File: src/rtl/clk_div_multi_pkg.sv
`default_nettype none
// ============================================================================
//  Module      : clk_div_pkg
//  Description : Shared constants and helpers for the multi-channel clock
//                divider (default widths, channel-index width, config check).
//  Revision    : 1.0 - initial release
// ============================================================================
package clk_div_pkg;

  localparam int CNT_W_DEF    = 26;
  localparam int CHANNELS_DEF = 4;

  // Width of a channel index; a single channel still gets a 1-bit select.
  function automatic int ch_width(input int n);
    return (n > 1) ? $clog2(n) : 1;
  endfunction

  // A divisor/high-time pair is usable when the period is at least two
  // cycles and the high phase is neither empty nor the whole period.
  function automatic logic cfg_legal(input logic [63:0] div, input logic [63:0] high);
    return (div >= 64'd2) && (high >= 64'd1) && (high < div);
  endfunction

endpackage
`default_nettype wire

File: src/rtl/clk_div_multi_if.sv
`default_nettype none
// ============================================================================
//  Module      : clk_div_multi_if
//  Description : Configuration request port of the clock divider: valid/ready
//                handshake carrying channel, divisor and high time, plus the
//                one-cycle reject pulse.
//  Revision    : 1.0 - initial release
// ============================================================================
interface clk_div_multi_if
  import clk_div_pkg::*;
#(
  parameter int CH_W  = ch_width(CHANNELS_DEF),
  parameter int CNT_W = CNT_W_DEF
) ();

  logic             cfg_valid;
  logic             cfg_ready;
  logic [CH_W-1:0]  cfg_ch;
  logic [CNT_W-1:0] cfg_div;
  logic [CNT_W-1:0] cfg_high;
  logic             cfg_err;

  modport master (
    output cfg_valid, cfg_ch, cfg_div, cfg_high,
    input  cfg_ready, cfg_err
  );

  modport slave (
    input  cfg_valid, cfg_ch, cfg_div, cfg_high,
    output cfg_ready, cfg_err
  );

endinterface
`default_nettype wire

File: src/rtl/clk_div_multi_chan.sv
`default_nettype none
// ============================================================================
//  Module      : clk_div_chan
//  Description : One divider channel. Free-running period counter with active
//                and shadow divisor/high-time registers; a stored shadow config
//                is swapped in only at the period boundary or while disabled.
//  Revision    : 1.0 - initial release
// ============================================================================
module clk_div_chan
  import clk_div_pkg::*;
#(
  parameter int CNT_W    = CNT_W_DEF,
  parameter int DEF_DIV  = 50_000_000,
  parameter int DEF_HIGH = DEF_DIV / 2
) (
  input  wire logic             clk,
  input  wire logic             rst_n,
  input  wire logic             en,
  input  wire logic             wr_en,
  input  wire logic [CNT_W-1:0] wr_div,
  input  wire logic [CNT_W-1:0] wr_high,
  output logic                  pending,
  output logic                  clk_out,
  output logic                  tick
);

  localparam logic [CNT_W-1:0] c_def_div  = CNT_W'(DEF_DIV);
  localparam logic [CNT_W-1:0] c_def_high = CNT_W'(DEF_HIGH);
  localparam logic [CNT_W-1:0] c_one      = CNT_W'(1);

  logic [CNT_W-1:0] cnt_q, cnt_d;
  logic [CNT_W-1:0] div_q, div_d;
  logic [CNT_W-1:0] high_q, high_d;
  logic [CNT_W-1:0] sdiv_q, sdiv_d;
  logic [CNT_W-1:0] shigh_q, shigh_d;
  logic             pending_q, pending_d;
  logic             clk_out_q, clk_out_d;
  logic             tick_q, tick_d;
  logic             w_last;
  logic             w_apply;

  // Next-state: count/wrap, output decode, boundary-aligned config swap.
  always_comb begin
    cnt_d     = cnt_q;
    div_d     = div_q;
    high_d    = high_q;
    sdiv_d    = sdiv_q;
    shigh_d   = shigh_q;
    pending_d = pending_q;
    clk_out_d = clk_out_q;
    tick_d    = tick_q;

    // ">=" rather than "==" so a counter somehow past the end still wraps.
    w_last  = (cnt_q >= (div_q - c_one));
    w_apply = pending_q && (!en || w_last);

    if (en) begin
      cnt_d     = w_last ? '0 : (cnt_q + c_one);
      clk_out_d = (cnt_q < high_q);
      tick_d    = (cnt_q == (div_q - c_one));
    end else begin
      cnt_d     = '0;
      clk_out_d = 1'b0;
      tick_d    = 1'b0;
    end

    // The period that just ended used the old values, so no runt pulse.
    if (w_apply) begin
      div_d     = sdiv_q;
      high_d    = shigh_q;
      pending_d = 1'b0;
      cnt_d     = '0;
    end

    // Only accepted while not pending, so never collides with an apply.
    if (wr_en) begin
      sdiv_d    = wr_div;
      shigh_d   = wr_high;
      pending_d = 1'b1;
    end
  end

  // State registers with synchronous active-low reset.
  always_ff @(posedge clk) begin
    if (!rst_n) begin
      cnt_q     <= '0;
      div_q     <= c_def_div;
      high_q    <= c_def_high;
      sdiv_q    <= c_def_div;
      shigh_q   <= c_def_high;
      pending_q <= 1'b0;
      clk_out_q <= 1'b0;
      tick_q    <= 1'b0;
    end else begin
      cnt_q     <= cnt_d;
      div_q     <= div_d;
      high_q    <= high_d;
      sdiv_q    <= sdiv_d;
      shigh_q   <= shigh_d;
      pending_q <= pending_d;
      clk_out_q <= clk_out_d;
      tick_q    <= tick_d;
    end
  end

  assign pending = pending_q;
  assign clk_out = clk_out_q;
  assign tick    = tick_q;

endmodule
`default_nettype wire

File: src/rtl/clk_div_multi.sv
`default_nettype none
// ============================================================================
//  Module      : clk_div_multi
//  Description : Multi-channel programmable clock divider / tick generator.
//                Holds the config decode, the ready mux and the reject flag;
//                per-channel counting lives in clk_div_chan.
//  Revision    : 1.0 - initial release
// ============================================================================
module clk_div_multi
  import clk_div_pkg::*;
#(
  parameter int CHANNELS = CHANNELS_DEF,
  parameter int CNT_W    = CNT_W_DEF,
  parameter int DEF_DIV  = 50_000_000,
  parameter int DEF_HIGH = DEF_DIV / 2
) (
  input  wire logic                clk,
  input  wire logic                rst_n,
  input  wire logic [CHANNELS-1:0] en,
  clk_div_multi_if.slave           cfg,
  output logic      [CHANNELS-1:0] clk_out,
  output logic      [CHANNELS-1:0] tick
);

  localparam int c_ch_w  = ch_width(CHANNELS);
  localparam int c_pad_w = 1 << c_ch_w;

  // Reject impossible configurations at elaboration time.
  if (CHANNELS < 1) begin : g_chk_channels
    $error("clk_div_multi: CHANNELS must be at least 1");
  end
  if ((DEF_DIV < 2) || (longint'(DEF_DIV) > ((longint'(1) << CNT_W) - 1))) begin : g_chk_def_div
    $error("clk_div_multi: DEF_DIV out of range 2..2^CNT_W-1");
  end
  if ((DEF_HIGH < 1) || (DEF_HIGH >= DEF_DIV)) begin : g_chk_def_high
    $error("clk_div_multi: DEF_HIGH out of range 1..DEF_DIV-1");
  end
  if ($bits(cfg.cfg_ch) != c_ch_w) begin : g_chk_if_width
    $error("clk_div_multi: interface CH_W does not match CHANNELS");
  end

  logic [CHANNELS-1:0] w_pending;
  logic [CHANNELS-1:0] w_wr_en;
  logic [c_pad_w-1:0]  w_pend_pad;
  logic                w_ch_ok;
  logic                w_xfer;
  logic                w_legal;
  logic                cfg_err_q, cfg_err_d;

  // Unused channel codes index zero padding, so they read as not pending
  // and the request is taken and then flagged.
  assign w_pend_pad    = c_pad_w'(w_pending);
  assign cfg.cfg_ready = !w_pend_pad[cfg.cfg_ch];

  // Handshake decode and legality of the presented request.
  always_comb begin
    w_ch_ok   = (int'(cfg.cfg_ch) < CHANNELS);
    w_xfer    = cfg.cfg_valid && cfg.cfg_ready;
    w_legal   = w_ch_ok && cfg_legal(64'(cfg.cfg_div), 64'(cfg.cfg_high));
    cfg_err_d = w_xfer && !w_legal;
  end

  // Reject pulse, visible the cycle after the bad request was consumed.
  always_ff @(posedge clk) begin
    if (!rst_n) begin
      cfg_err_q <= 1'b0;
    end else begin
      cfg_err_q <= cfg_err_d;
    end
  end

  assign cfg.cfg_err = cfg_err_q;

  for (genvar i = 0; i < CHANNELS; i++) begin : g_chan
    assign w_wr_en[i] = w_xfer && w_legal && (cfg.cfg_ch == c_ch_w'(i));

    clk_div_chan #(
      .CNT_W    (CNT_W),
      .DEF_DIV  (DEF_DIV),
      .DEF_HIGH (DEF_HIGH)
    ) u_chan (
      .clk     (clk),
      .rst_n   (rst_n),
      .en      (en[i]),
      .wr_en   (w_wr_en[i]),
      .wr_div  (cfg.cfg_div),
      .wr_high (cfg.cfg_high),
      .pending (w_pending[i]),
      .clk_out (clk_out[i]),
      .tick    (tick[i])
    );
  end

endmodule
`default_nettype wire

File: src/flat_wrapper.sv
// flat-port wrapper written by rule: the top's interface ports become plain ports
module clk_div_multi_flat import clk_div_pkg::*;
#(
  parameter int CHANNELS = CHANNELS_DEF,
  parameter int CNT_W    = CNT_W_DEF,
  parameter int DEF_DIV  = 50_000_000,
  parameter int DEF_HIGH = DEF_DIV / 2
)
  (clk, rst_n, en, clk_out, tick, cfg_cfg_valid, cfg_cfg_ch, cfg_cfg_div, cfg_cfg_high, cfg_cfg_ready, cfg_cfg_err);
  clk_div_multi_if #(.CH_W((2)), .CNT_W(CNT_W)) cfg_i ();
  input  wire logic clk;
  input  wire logic rst_n;
  input  wire logic [CHANNELS-1:0] en;
  output logic      [CHANNELS-1:0] clk_out;
  output logic      [CHANNELS-1:0] tick;
  input wire logic [$bits(cfg_i.cfg_valid)-1:0] cfg_cfg_valid;
  input wire logic [$bits(cfg_i.cfg_ch)-1:0] cfg_cfg_ch;
  input wire logic [$bits(cfg_i.cfg_div)-1:0] cfg_cfg_div;
  input wire logic [$bits(cfg_i.cfg_high)-1:0] cfg_cfg_high;
  output wire logic [$bits(cfg_i.cfg_ready)-1:0] cfg_cfg_ready;
  output wire logic [$bits(cfg_i.cfg_err)-1:0] cfg_cfg_err;
  assign cfg_i.cfg_valid = cfg_cfg_valid;
  assign cfg_i.cfg_ch = cfg_cfg_ch;
  assign cfg_i.cfg_div = cfg_cfg_div;
  assign cfg_i.cfg_high = cfg_cfg_high;
  assign cfg_cfg_ready = cfg_i.cfg_ready;
  assign cfg_cfg_err = cfg_i.cfg_err;
  clk_div_multi #(.CHANNELS(CHANNELS), .CNT_W(CNT_W), .DEF_DIV(DEF_DIV), .DEF_HIGH(DEF_HIGH)) u_core (.clk(clk), .rst_n(rst_n), .en(en), .cfg(cfg_i), .clk_out(clk_out), .tick(tick));
endmodule
File: config.mk
export PLATFORM = sky130hd
export DESIGN_NAME = clk_div_multi_flat
export DESIGN_NICKNAME = d
export VERILOG_FILES = /design/src/rtl/clk_div_multi_pkg.sv /design/src/rtl/clk_div_multi_if.sv /design/src/rtl/clk_div_multi_chan.sv /design/src/rtl/clk_div_multi.sv /design/src/flat_wrapper.sv
export SDC_FILE = /design/constraint.sdc
export NUM_CORES = 1
export LEC_CHECK = 0
export ABC_AREA = 1
export CAP_MARGIN = 20
export CORE_UTILIZATION = 35
export DETAILED_ROUTE_END_ITERATION = 10
export GPL_ROUTABILITY_DRIVEN = 1
export PLACE_DENSITY = 0.63
export SYNTH_ARGS = -nofsm -noshare
export SYNTH_HDL_FRONTEND = slang
export SYNTH_HIERARCHICAL = 1
export SYNTH_SLANG_ARGS = --single-unit
File: constraint.sdc
create_clock -name clk -period 2.7 [get_ports clk]
set_clock_uncertainty 0.05 [all_clocks]
set_input_delay 0.54 -clock clk [delete_from_list [all_inputs] [get_ports clk]]
set_output_delay 0.54 -clock clk [all_outputs]
set_load 0.02 [all_outputs]
Yosys cells after proc, flatten, opt, wreduce, memory -nomap -nowiden
Index checks and enable logic that the tools add are counted.
Word-level totals
  flip-flop bits (word level): 533
  input bits: 61
  word-level logic and storage cells: 111
Cells by class
  reduce and logical (&&, ||, !) cells: 36
  mux-type cells: 10
  $lt $le $gt $ge: 12
  $add $sub $neg: 8
  equal/unequal tests: 7
  bitwise operators: 5
Operators by type and width (number)
  less-than comparator 26 bit: 5
  adder 26 x 1 -> 26 bit, second input constant: 4
  == test 26 bit: 4
  greater-or-equal comparator 26 bit: 4
  subtractor 26 x 1 -> 26 bit, second input constant: 4
  greater-or-equal comparator 26 x 1 -> 1 bit, second input constant: 1
  greater-or-equal comparator 26 x 2 -> 1 bit, second input constant: 1
  OR reduction 4 bit: 4
  logical AND 1 bit: 13
  2-to-1 mux 1 bit: 9
  AND reduction 2 bit: 4
  nonzero test 2 bit: 4
  logical NOT 1 bit: 6
  NOT 1 bit: 5
  == test 2 bit, second input constant: 2
  logical OR 1 bit: 4
  less-than comparator 2 x 3 -> 1 bit, second input constant: 1
  binary-select mux 1 bit (select 2 bit): 1
  == test 2 x 1 -> 1 bit, second input constant: 1
  logical NOT 2 bit: 1

Logic depth before layout (Yosys ltp)
Gate-level depths: netlist of the first run.
  word-level depth: 7
  gate-level depth with buffers: 23
  depth with buffers taken out: 22

Cells and area by module
The synthesis of the first run kept the hierarchy.
Modules (own cells, without submodules)
  clk_div_chan (u_core.g_chan[0].u_chan ...): area an instance 6969.2 um2, instances 2, cells an instance 966
  clk_div_chan (u_core.g_chan[1].u_chan): area an instance 7115.6 um2, instances 1, cells an instance 979
  clk_div_chan (u_core.g_chan[2].u_chan): area an instance 7055.5 um2, instances 1, cells an instance 964
  clk_div_multi: area an instance 1014.7 um2, instances 1, cells an instance 191

Worst setup path before layout of the first run
No wires, ideal clock.
  path kind: register to register
  from: register u_core.g_chan[3].u_chan.div_q[0]
  to: register u_core.g_chan[3].u_chan.div_q[20]
  data arrival time: 2.733 ns
  data required time: 2.516 ns
  cell stages (with the launch flop): 23
  setup slack: -0.216 ns
  setup time: 0.134 ns
  cell sequence: dfxtp_1 inv_1 ha_1 nand2_1 nor2_4 nand4_1 or2_1 nor2_1 xor2_1 inv_1 ha_1 nand2_1 inv_2 nand2_1 nor2_1 nand2_1 nor2_2 nor2_4 nand3_4 nand2_4 buf_4 nand2_1 nand3_1
On the way
  cells in the longest elaborated chain, start to end: 4
Ends and longest elaborated chain
  start: declaration: line clk_div_multi_chan.sv:32  | logic [CNT_W-1:0] div_q, div_d;
  start signal: assignment: line clk_div_multi_chan.sv:87  | div_q <= c_def_div;
  start signal: assignment: line clk_div_multi_chan.sv:96  | div_q <= div_d;
  subtractor 26 x 1 -> 26 bit: line clk_div_multi_chan.sv:54  | w_last = (cnt_q >= (div_q - c_one));
  greater-or-equal comparator 26 bit: line clk_div_multi_chan.sv:54
  logical OR 1 bit: line clk_div_multi_chan.sv:55  | w_apply = pending_q && (!en || w_last);
  logical AND 1 bit: line clk_div_multi_chan.sv:55
No other way between the ends.
A chain may end at the register's enable or synchronous reset.

Worst setup path in the final report of the first run
  from: register u_core.g_chan[0].u_chan.div_q[1]
  to: register u_core.g_chan[0].u_chan.high_q[10]
On the way
  cells in the longest elaborated chain, start to end: 4
Ends and longest elaborated chain
  start: declaration: line clk_div_multi_chan.sv:32
  start signal: assignment: line clk_div_multi_chan.sv:87
  start signal: assignment: line clk_div_multi_chan.sv:96
  subtractor 26 x 1 -> 26 bit: line clk_div_multi_chan.sv:54
  greater-or-equal comparator 26 bit: line clk_div_multi_chan.sv:54
  logical OR 1 bit: line clk_div_multi_chan.sv:55
  logical AND 1 bit: line clk_div_multi_chan.sv:55
  end signal: assignment: line clk_div_multi_chan.sv:88  | high_q <= c_def_high;
  end signal: assignment: line clk_div_multi_chan.sv:97  | high_q <= high_d;
  end: declaration: line clk_div_multi_chan.sv:33  | logic [CNT_W-1:0] high_q, high_d;
No other way between the ends.

==> impl_results.md, run 1 <==
* Slew margin rel. at 0.2201
* Final Power at 19,240 uW
* EDFF count, synth at 0
* Max Fanout on Critical Path at 5
* Period utilization at 1.205
* Count leader, synth: nand2_1
* Worst path required time at 3170 ps
* DR DRC count at 0
* Antenna violations before repair at 5
* PD cells at 470.3 nW/um^2
* DP Area at 34,010 sq um
* Syn Nets at between 4k and 5k
* CTS HTree Levels at 2
* Clock Sinks at 533
* Asr flop ratio synth at 0
* Routed Antenna Nets at 0
* Fill cell count at 7,612
* Final Hold Fails at 0
* Post-Syn Instances at 4,066
* Min Hold Slack at between 200 and 250 ps
* Total wire length at 96,320 microns
* Static leakage at around 0.018 uW
* Layout cells sized above 1 at 0.2894
* CTS Buf Count at 57
* Vias in the first global route at 26.60k
* Slew @ Worst Pin at roughly 1200 ps
* Port Buf Inserts at 70
* Final instance area at 40,910 sq um
* DIE WIDTH at about 290 microns
* # setup viols final at 320
* FMAX at 307.4 MHz
* Top post-synthesis cells by count: 861 x nand2_1, 533 x dfxtp_1, 470 x inv_1
* Internal at 14,240 uW
* CTS clk-pin slew, worst paths at 60 ps
* Setup_tns at -126,190 ps
* RSZ-0062 raised after global routing: yes
* Via density at approximately 5
* Initial core utilization at 0.3541
* Largest net degree at the start of global routing at 86
* VDD IR-drop max at 0.5469 mV
* Post-synth top area share at 0.3664
* Crit path time final at 3253 ps
* CTS Hold Buffers Added at 0
* FP Rows at 105
* Die area at 84,370 sq um
* Cells taking the most area after synthesis: dfxtp_1 37%, nand2_1 11%, ha_1 10%
* Logic pwr share at 0.132
* Sequential power share at 0.429
* Die Y at 290.5 microns
* Post-layout nets at 4,858
* Final Core Density at 0.4974
* Worst setup SP type: flop
* Synth Register Bits at 533
* Psw at 5002 uW
* Number of max-cap violations at 0
* Clk Latency, worst-skew pair at 630 ps
* Initial DRC Count at 2,119
* Max-slew violations at 0
* CTS tree: yes
* Via count at between 20k and 30k
* Global-route wire length before repair at approximately 140,000 microns
* Yosys cell types at 49
* Total grt overflow at 0
* Syn Area/Cell at 7.163 sq um
* Hpwl dp at 62,950 microns
* Critical Path AT at 3720 ps
* CORE AREA at a little over 80,000 sq um
* Part of the power in the clock network at 0.439
* Post-synth top area cell: dfxtp_1
* Clk buf depth at 3
* Status: complete, but fails checks
* Sequential fraction of the synthesis area at 0.3664
* Hold Path Depth at 2
* CP Class: flop to flop
* Synth Cell Area at 29,120 sq um
* P&R area growth vs syn at 40.47%
* CP Capture Type: flop
* Worst Reg2Reg Path Length in Cells at 22
* CTS Root Cell: clkbuf_16
* Top Ports at 71
* Drt pass-1 iters at 7
* Total GRT Usage at 0.2132
* Sw Ratio at 0.2600
* Final GP Congestion at 0.8674
* Drt wl/cell at 16.96 microns
* Failing checks: negative setup slack
* Worst min-delay path class: input pin to flop
* Worst Setup Slack, final at -553.3 ps
* Ys Warns at 6
* Ys flop type: dfxtp_1
==> worst max-delay path, stage by stage (launching register included) <==
cell	delay, ps
dfxtp_1	330
inv_2	90
ha_4	140
nand2_4	50
nor2_4	110
nand4_1	110
or2_1	290
buf_6	130
xnor2_2	150
inv_2	70
ha_4	260
nand4_1	150
nor2_4	180
nand2_4	90
nor2_4	110
nor2_4	60
nand3_4	130
buf_12	130
buf_12	130
buf_12	130
nand3_2	80
nand2_1	90
nor2_1	50
==> flip-flops by register name, indices dropped and copies added, names as in the netlist <==
| name | cells |
|---|---|
| u_core/g_chan.u_chan/sdiv_q | 104 |
| u_core/g_chan.u_chan/high_q | 104 |
| u_core/g_chan.u_chan/pending | 4 |
| u_core/cfg.cfg_err | 1 |
| u_core/g_chan.u_chan/cnt_q | 104 |
| u_core/g_chan.u_chan/clk_out | 4 |
| u_core/g_chan.u_chan/div_q | 104 |
| u_core/g_chan.u_chan/shigh_q | 104 |
| u_core/g_chan.u_chan/tick | 4 |
==> cell usage in the layout (no fill, tap or decap), drive strengths merged, types with 2 or more instances in the layout <==
cell type      instances
nor4                  14
a21o                   4
o21a                   5
nand2                889
nor2                 455
and2                   3
xor2                  92
diode                  4
or2                   17
o211ai                 7
a21boi                 9
ha                   237
bufinv                 7
clkbuf               100
and3                   2
nand4                 50
a21oi                341
clkinvlp               2
nor3                  66
xnor2                 65
buf                  513
nand3                475
o31a                   2
o21ai                134
dfxtp                533
nor3b                  2
clkinv                11
clkdlybuf4s50         69
inv                  484
nand3b                14
==> power by group through the flow <==
stage | Combinational [uW] | Clock [uW] | Sequential (uW)
after floorplan | 1060 | 0 | 8370
after global placement | 1900 | 0 | 8400
after detailed placement | 1930 | 0 | 8400
after CTS | 2280 | 8550 | 8240
after global routing | 2730 | 8900 | 8280
final | 2540 | 8440 | 8260
==> layout make-up <==
class / instances / area (sq um) / share of cell area
multi-input combinational: 2887 / 19030 / 0.4651
sequential: 533 / 10700 / 0.2615
timing repair buffer: 601 / 6012 / 0.1470
inverter: 480 / 1809 / 0.04422
clock buffer: 81 / 1699 / 0.04153
tap: 1070 / 1339 / 0.03272
clock inverter: 24 / 315.3 / 0.007707
antenna: 4 / 10.01 / 0.0002447
==> metrics by stage <==
stage | cells | setup slack, ps
after global routing | 5676 | -709.6
after detailed placement | 5445 | -515.9
after CTS | 5643 | -403.7
after floorplan | 4066 | -110.6
final | 5680 | -553.3
after global placement | 5445 | -470.0
==> path summary, 6_finish.rpt <==
check,from,slack [ps],endpoint
hold / removal,rst_n,230,u_core/g_chan[3].u_chan/div_q[13]$_SDFFE_PN1P_
hold reg to reg,u_core/g_chan[0].u_chan/cnt_q[0]$_SDFF_PP0_,400,u_core/g_chan[0].u_chan/cnt_q[0]$_SDFF_PP0_
setup / recovery,u_core/g_chan[0].u_chan/div_q[1]$_SDFFE_PN0P_,-550,u_core/g_chan[0].u_chan/high_q[10]$_SDFFE_PN0P_
setup reg to reg,u_core/g_chan[0].u_chan/div_q[1]$_SDFFE_PN0P_,-550,u_core/g_chan[0].u_chan/high_q[10]$_SDFFE_PN0P_
==> logic make-up after synthesis <==
logic type / after synthesis / synth area share
flip-flops: 533 / 0.3664
buffers and inverters: 656 / 0.09146
AND/OR/NAND/NOR: 1978 / 0.3036
adder cells (fa/ha/maj): 237 / 0.1018
XOR/XNOR: 157 / 0.04721
AO/OA/AOI/OAI: 505 / 0.08957
==> per-layer routing <==
| metal | GRT usage | share of wire |
|---|---|---|
| met5 | 0 | 0.00013 |
| met1 | 0.2871 | 0.44 |
| met4 | 0.06620 | 0.036 |
| met2 | 0.3524 | 0.47 |
| met3 | 0.02807 | 0.057 |
==> timing repair <==
| action | CTS | global route |
|---|---|---|
| buffers inserted | 62 | 28 |
| resized for setup | 334 | 433 |
| endpoints found under the setup margin | 317 | 321 |
| cloned | 32 | 22 |
| pin swaps | 169 | 197 |
Note: power is estimated with default switching activity, not from simulation.
==> inputs of run 2 (changes only) <==
--- a/config.mk
+++ b/config.mk
@@ -10,7 +10,7 @@
 export CORE_UTILIZATION = 35
 export DETAILED_ROUTE_END_ITERATION = 10
 export GPL_ROUTABILITY_DRIVEN = 1
-export PLACE_DENSITY = 0.63
+export PLACE_DENSITY = 0.54
 export SYNTH_ARGS = -nofsm -noshare
 export SYNTH_HDL_FRONTEND = slang
 export SYNTH_HIERARCHICAL = 1
==> run 2 against run 1 <==
The flow still finishes with violations (negative setup slack). Register-to-register slack better by 50 ps. Core utilization is 0.71 points lower. Largest power group unchanged. Die area stayed put. Combinational power is 3% lower. Via count is 2.2% lower. Sequential share of layout area is 0.39 points higher. Sequential power hardly changed. Critical path type unchanged. Clock power is 5.5% higher. Routed wire length is 0.36% lower.
==> impl_results.md, run 2 (synthesis gave the netlist of run 1 again) <==
* Status: complete, but fails checks (unchanged)
* Failing checks: negative setup slack (unchanged)
* PD cells at 486.5 nW/um^2 (was 470.3 nW/um^2)
* Routed Antenna Nets at 0 (unchanged)
* Sequential power share at 0.421 (was 0.429)
* Critical Path AT at 3670 ps (was 3720 ps)
* CTS HTree Levels at 2 (unchanged)
* Worst min-delay path class: input pin to flop (unchanged)
* DR DRC count at 0 (unchanged)
* Max Fanout on Critical Path at 5 (unchanged)
* Slowest cell on crit path: dfxtp_2 (was dfxtp_1)
* Worst path buffer plus inverter count at 6 (unchanged)
* Static leakage at 0.01791 uW (was 0.01798 uW)
* Most frequent cells in the layout: 723 x nand2_1, 513 x dfxtp_1, 454 x inv_1 (was 713 x nand2_1, 512 x dfxtp_1, 453 x inv_1)
* Clock Sinks at 533 (unchanged)
* Post-Layout Cell Count at 5,687 (was 5,680)
* Worst path required time at 3160 ps (was 3170 ps)
* CTS Root Cell: clkbuf_16 (unchanged)
* Worst setup SP type: flop (unchanged)
* Total grt overflow at 0 (unchanged)
* Antenna violations before repair at 5 (unchanged)
* Top Ports at 71 (unchanged)
* Drt wl/cell at 16.88 microns (was 16.96 microns)
* VDD IR-drop max at 0.4719 mV (was 0.5469 mV)
* CP Capture Type: flop (unchanged)
* Crit-path leading delay family: simple AND/OR/NAND/NOR gates (unchanged)
* P&R area growth vs syn at 38.46% (was 40.47%)
* Hold_sp: rst_n (unchanged)
* Slew @ Worst Pin at 1263 ps (was 1170 ps)
* Crit path cell chain: inv_2 -> ha_4 -> nand2_4 -> nor2_4 -> nand4_1 -> or2_1 -> buf_4 -> xnor2_2 -> inv_1 -> ha_1 -> nand4_1 -> nor2_4 -> nand2_4 -> inv_2 -> nand2_2 -> nand3_4 -> clkbuf_16 -> clkbuf_16 -> nand3_2 -> nand2_2 -> nor2_1 (was inv_2 -> ha_4 -> nand2_4 -> nor2_4 -> nand4_1 -> or2_1 -> buf_6 -> xnor2_2 -> inv_2 -> ha_4 -> nand4_1 -> nor2_4 -> nand2_4 -> nor2_4 -> nor2_4 -> nand3_4 -> buf_12 -> buf_12 -> buf_12 -> nand3_2 -> nand2_1 -> nor2_1)
* Clk Latency, worst-skew pair at 640 ps (was 630 ps)
* Psw at 5054 uW (was 5002 uW)
* Crit path from: u_core/g_chan[0].u_chan/div_q[1]$_SDFFE_PN0P_ (unchanged)
* FMAX at 311.8 MHz (was 307.4 MHz)
* Port Buf Inserts at 70 (unchanged)
* Worst Setup Slack, final at -506.7 ps (was -553.3 ps)
* Crit path time final at 3207 ps (was 3253 ps)
* Slew margin rel. at 0.1580 (was 0.2201)
* CORE AREA at 82,240 sq um (unchanged)
* CP Class: flop to flop (unchanged)
* Vias in the first global route at 26.16k (was 26.60k)
* Via count at 27.87k (was 28.50k)
* Hpwl dp at 66,500 microns (was 62,950 microns)
* Multi-input gate area at 18,420 sq um (was 19,030 sq um)
* Part of the power in the clock network at 0.453 (was 0.439)
* Total wire length at 95,970 microns (was 96,320 microns)
* CTS Buf Count at 59 (was 57)
* # setup viols final at 319 (was 320)
* Final Hold Fails at 0 (unchanged)
* DIE WIDTH at 290.5 microns (unchanged)
* Setup_tns at -116,780 ps (was -126,190 ps)
* Initial core utilization at 0.3541 (unchanged)
* Sw Ratio at 0.2576 (was 0.2600)
* Die area at 84,370 sq um (unchanged)
* CTS clk-pin slew, worst paths at 70 ps (was 60 ps)
* Via density at 4.900 (was 5.018)
* Number of max-cap violations at 0 (unchanged)
* Internal at 14,560 uW (was 14,240 uW)
* Fill cell count at 8,090 (was 7,612)
* CTS tree: yes (unchanged)
* Logic pwr share at 0.126 (was 0.132)
* FF/Latch Area at 10,700 sq um (about the same)
* Initial DRC Count at 1,602 (was 2,119)
* Post-Place Cells at 5,476 (was 5,445)
* Post-layout nets at 4,868 (was 4,858)
* Global-route wire length before repair at 146,900 microns (was 145,000 microns)
* Die Y at 290.5 microns (unchanged)
* Max incr delay on CP at 330 ps (about the same)
* RSZ-0062 raised after global routing: yes (unchanged)
* Largest net degree at the start of global routing at 86 (unchanged)
* Drt pass-1 iters at 5 (was 7)
* FP Rows at 105 (unchanged)
* Final GP Congestion at 0.8651 (was 0.8674)
* Clk buf depth at 3 (unchanged)
* Period utilization at 1.188 (was 1.205)
* Most common cell after layout, fill and taps aside: nand2_1 (unchanged)
* Total GRT Usage at 0.2187 (was 0.2132)
* Min Hold Slack at 221.6 ps (was 230.4 ps)
* Critical R2R Launch: u_core/g_chan[0].u_chan/div_q[1]$_SDFFE_PN0P_ (unchanged)
* CTS Hold Buffers Added at 0 (unchanged)
* Layout cells sized above 1 at 0.2662 (was 0.2894)
* Max-slew violations at 0 (unchanged)
==> run 2: cell types whose count changed in the layout (fill, tap and decap cells not counted), sizes merged, moves of 3 or more <==
cell / before / now
clkinv: 11 / 14
bufinv: 7 / 12
buf: 513 / 524
diode: 4 / 1
clkinvlp: 2 / 6
clkbuf: 100 / 85
==> run 2: final timing paths <==
kind	slack, ps	cells after the start	endpoint
worst max-delay path	-510	21	u_core/g_chan[0].u_chan/high_q[4]$_SDFFE_PN0P_
worst min-delay path	220	2	u_core/g_chan[1].u_chan/sdiv_q[7]$_SDFFE_PN1P_
worst max register to register	-510	21	u_core/g_chan[0].u_chan/high_q[4]$_SDFFE_PN0P_
worst min register to register	390	1	u_core/g_chan[3].u_chan/cnt_q[0]$_SDFF_PP0_
==> run 2: power by group through the flow <==
stage                     clock network [uW]  logic, uW  registers (uW)
after global routing                    9380       2680            8280
final                                   8900       2470            8260
after CTS                               9070       2270            8240
after global placement                     0       1960            8400
after detailed placement                   0       1980            8400
after floorplan                            0       1060            8370
==> run 2: layer usage <==
layer  share of wire  GRT usage
met1            0.47     0.3036
met2            0.46     0.3583
met3           0.049    0.02738
met4           0.022    0.05317
met5         0.00018          0
==> run 2: stage by stage <==
step	cell area (sq um)	worst slack, ps	util	power (uW)
global placement	34200	-629.0	0.4159	10370
finish	40330	-506.7	0.4903	19620
detailed placement	34200	-653.2	0.4159	10380
CTS	38520	-439.6	0.4684	19570
global route	40320	-732.8	0.4903	20330
floorplan	29450	-110.6	-	9435
==> run 2: timing repair <==
action                                  4_1_cts  5_1_grt
endpoints found under the setup margin      318      433
resized for setup                           294      304
setup buffers                                50       23
endpoints found under the hold margin         0        0
pin swaps                                   138      136
gates cloned                                 27       17
==> run 2: final cells by class <==
cell class                 count  share of cell area
antenna                        1          0.00006205
inverter                     480             0.04487
tap                         1070             0.03320
clock inverter                34             0.01238
clock buffer                  73             0.04015
multi-input combinational   2889              0.4569
timing repair buffer         607              0.1471
sequential                   533              0.2654
==> inputs of run 3 (changes only) <==
--- a/config.mk
+++ b/config.mk
@@ -6,6 +6,7 @@
 export NUM_CORES = 1
 export LEC_CHECK = 0
 export ABC_AREA = 1
+export ABC_CLOCK_PERIOD_IN_PS = 2700
 export CAP_MARGIN = 20
 export CORE_UTILIZATION = 35
 export DETAILED_ROUTE_END_ITERATION = 10
==> results of run 3 <==
Same layout as run 2: the final DEF is identical, and so are final timing and power.
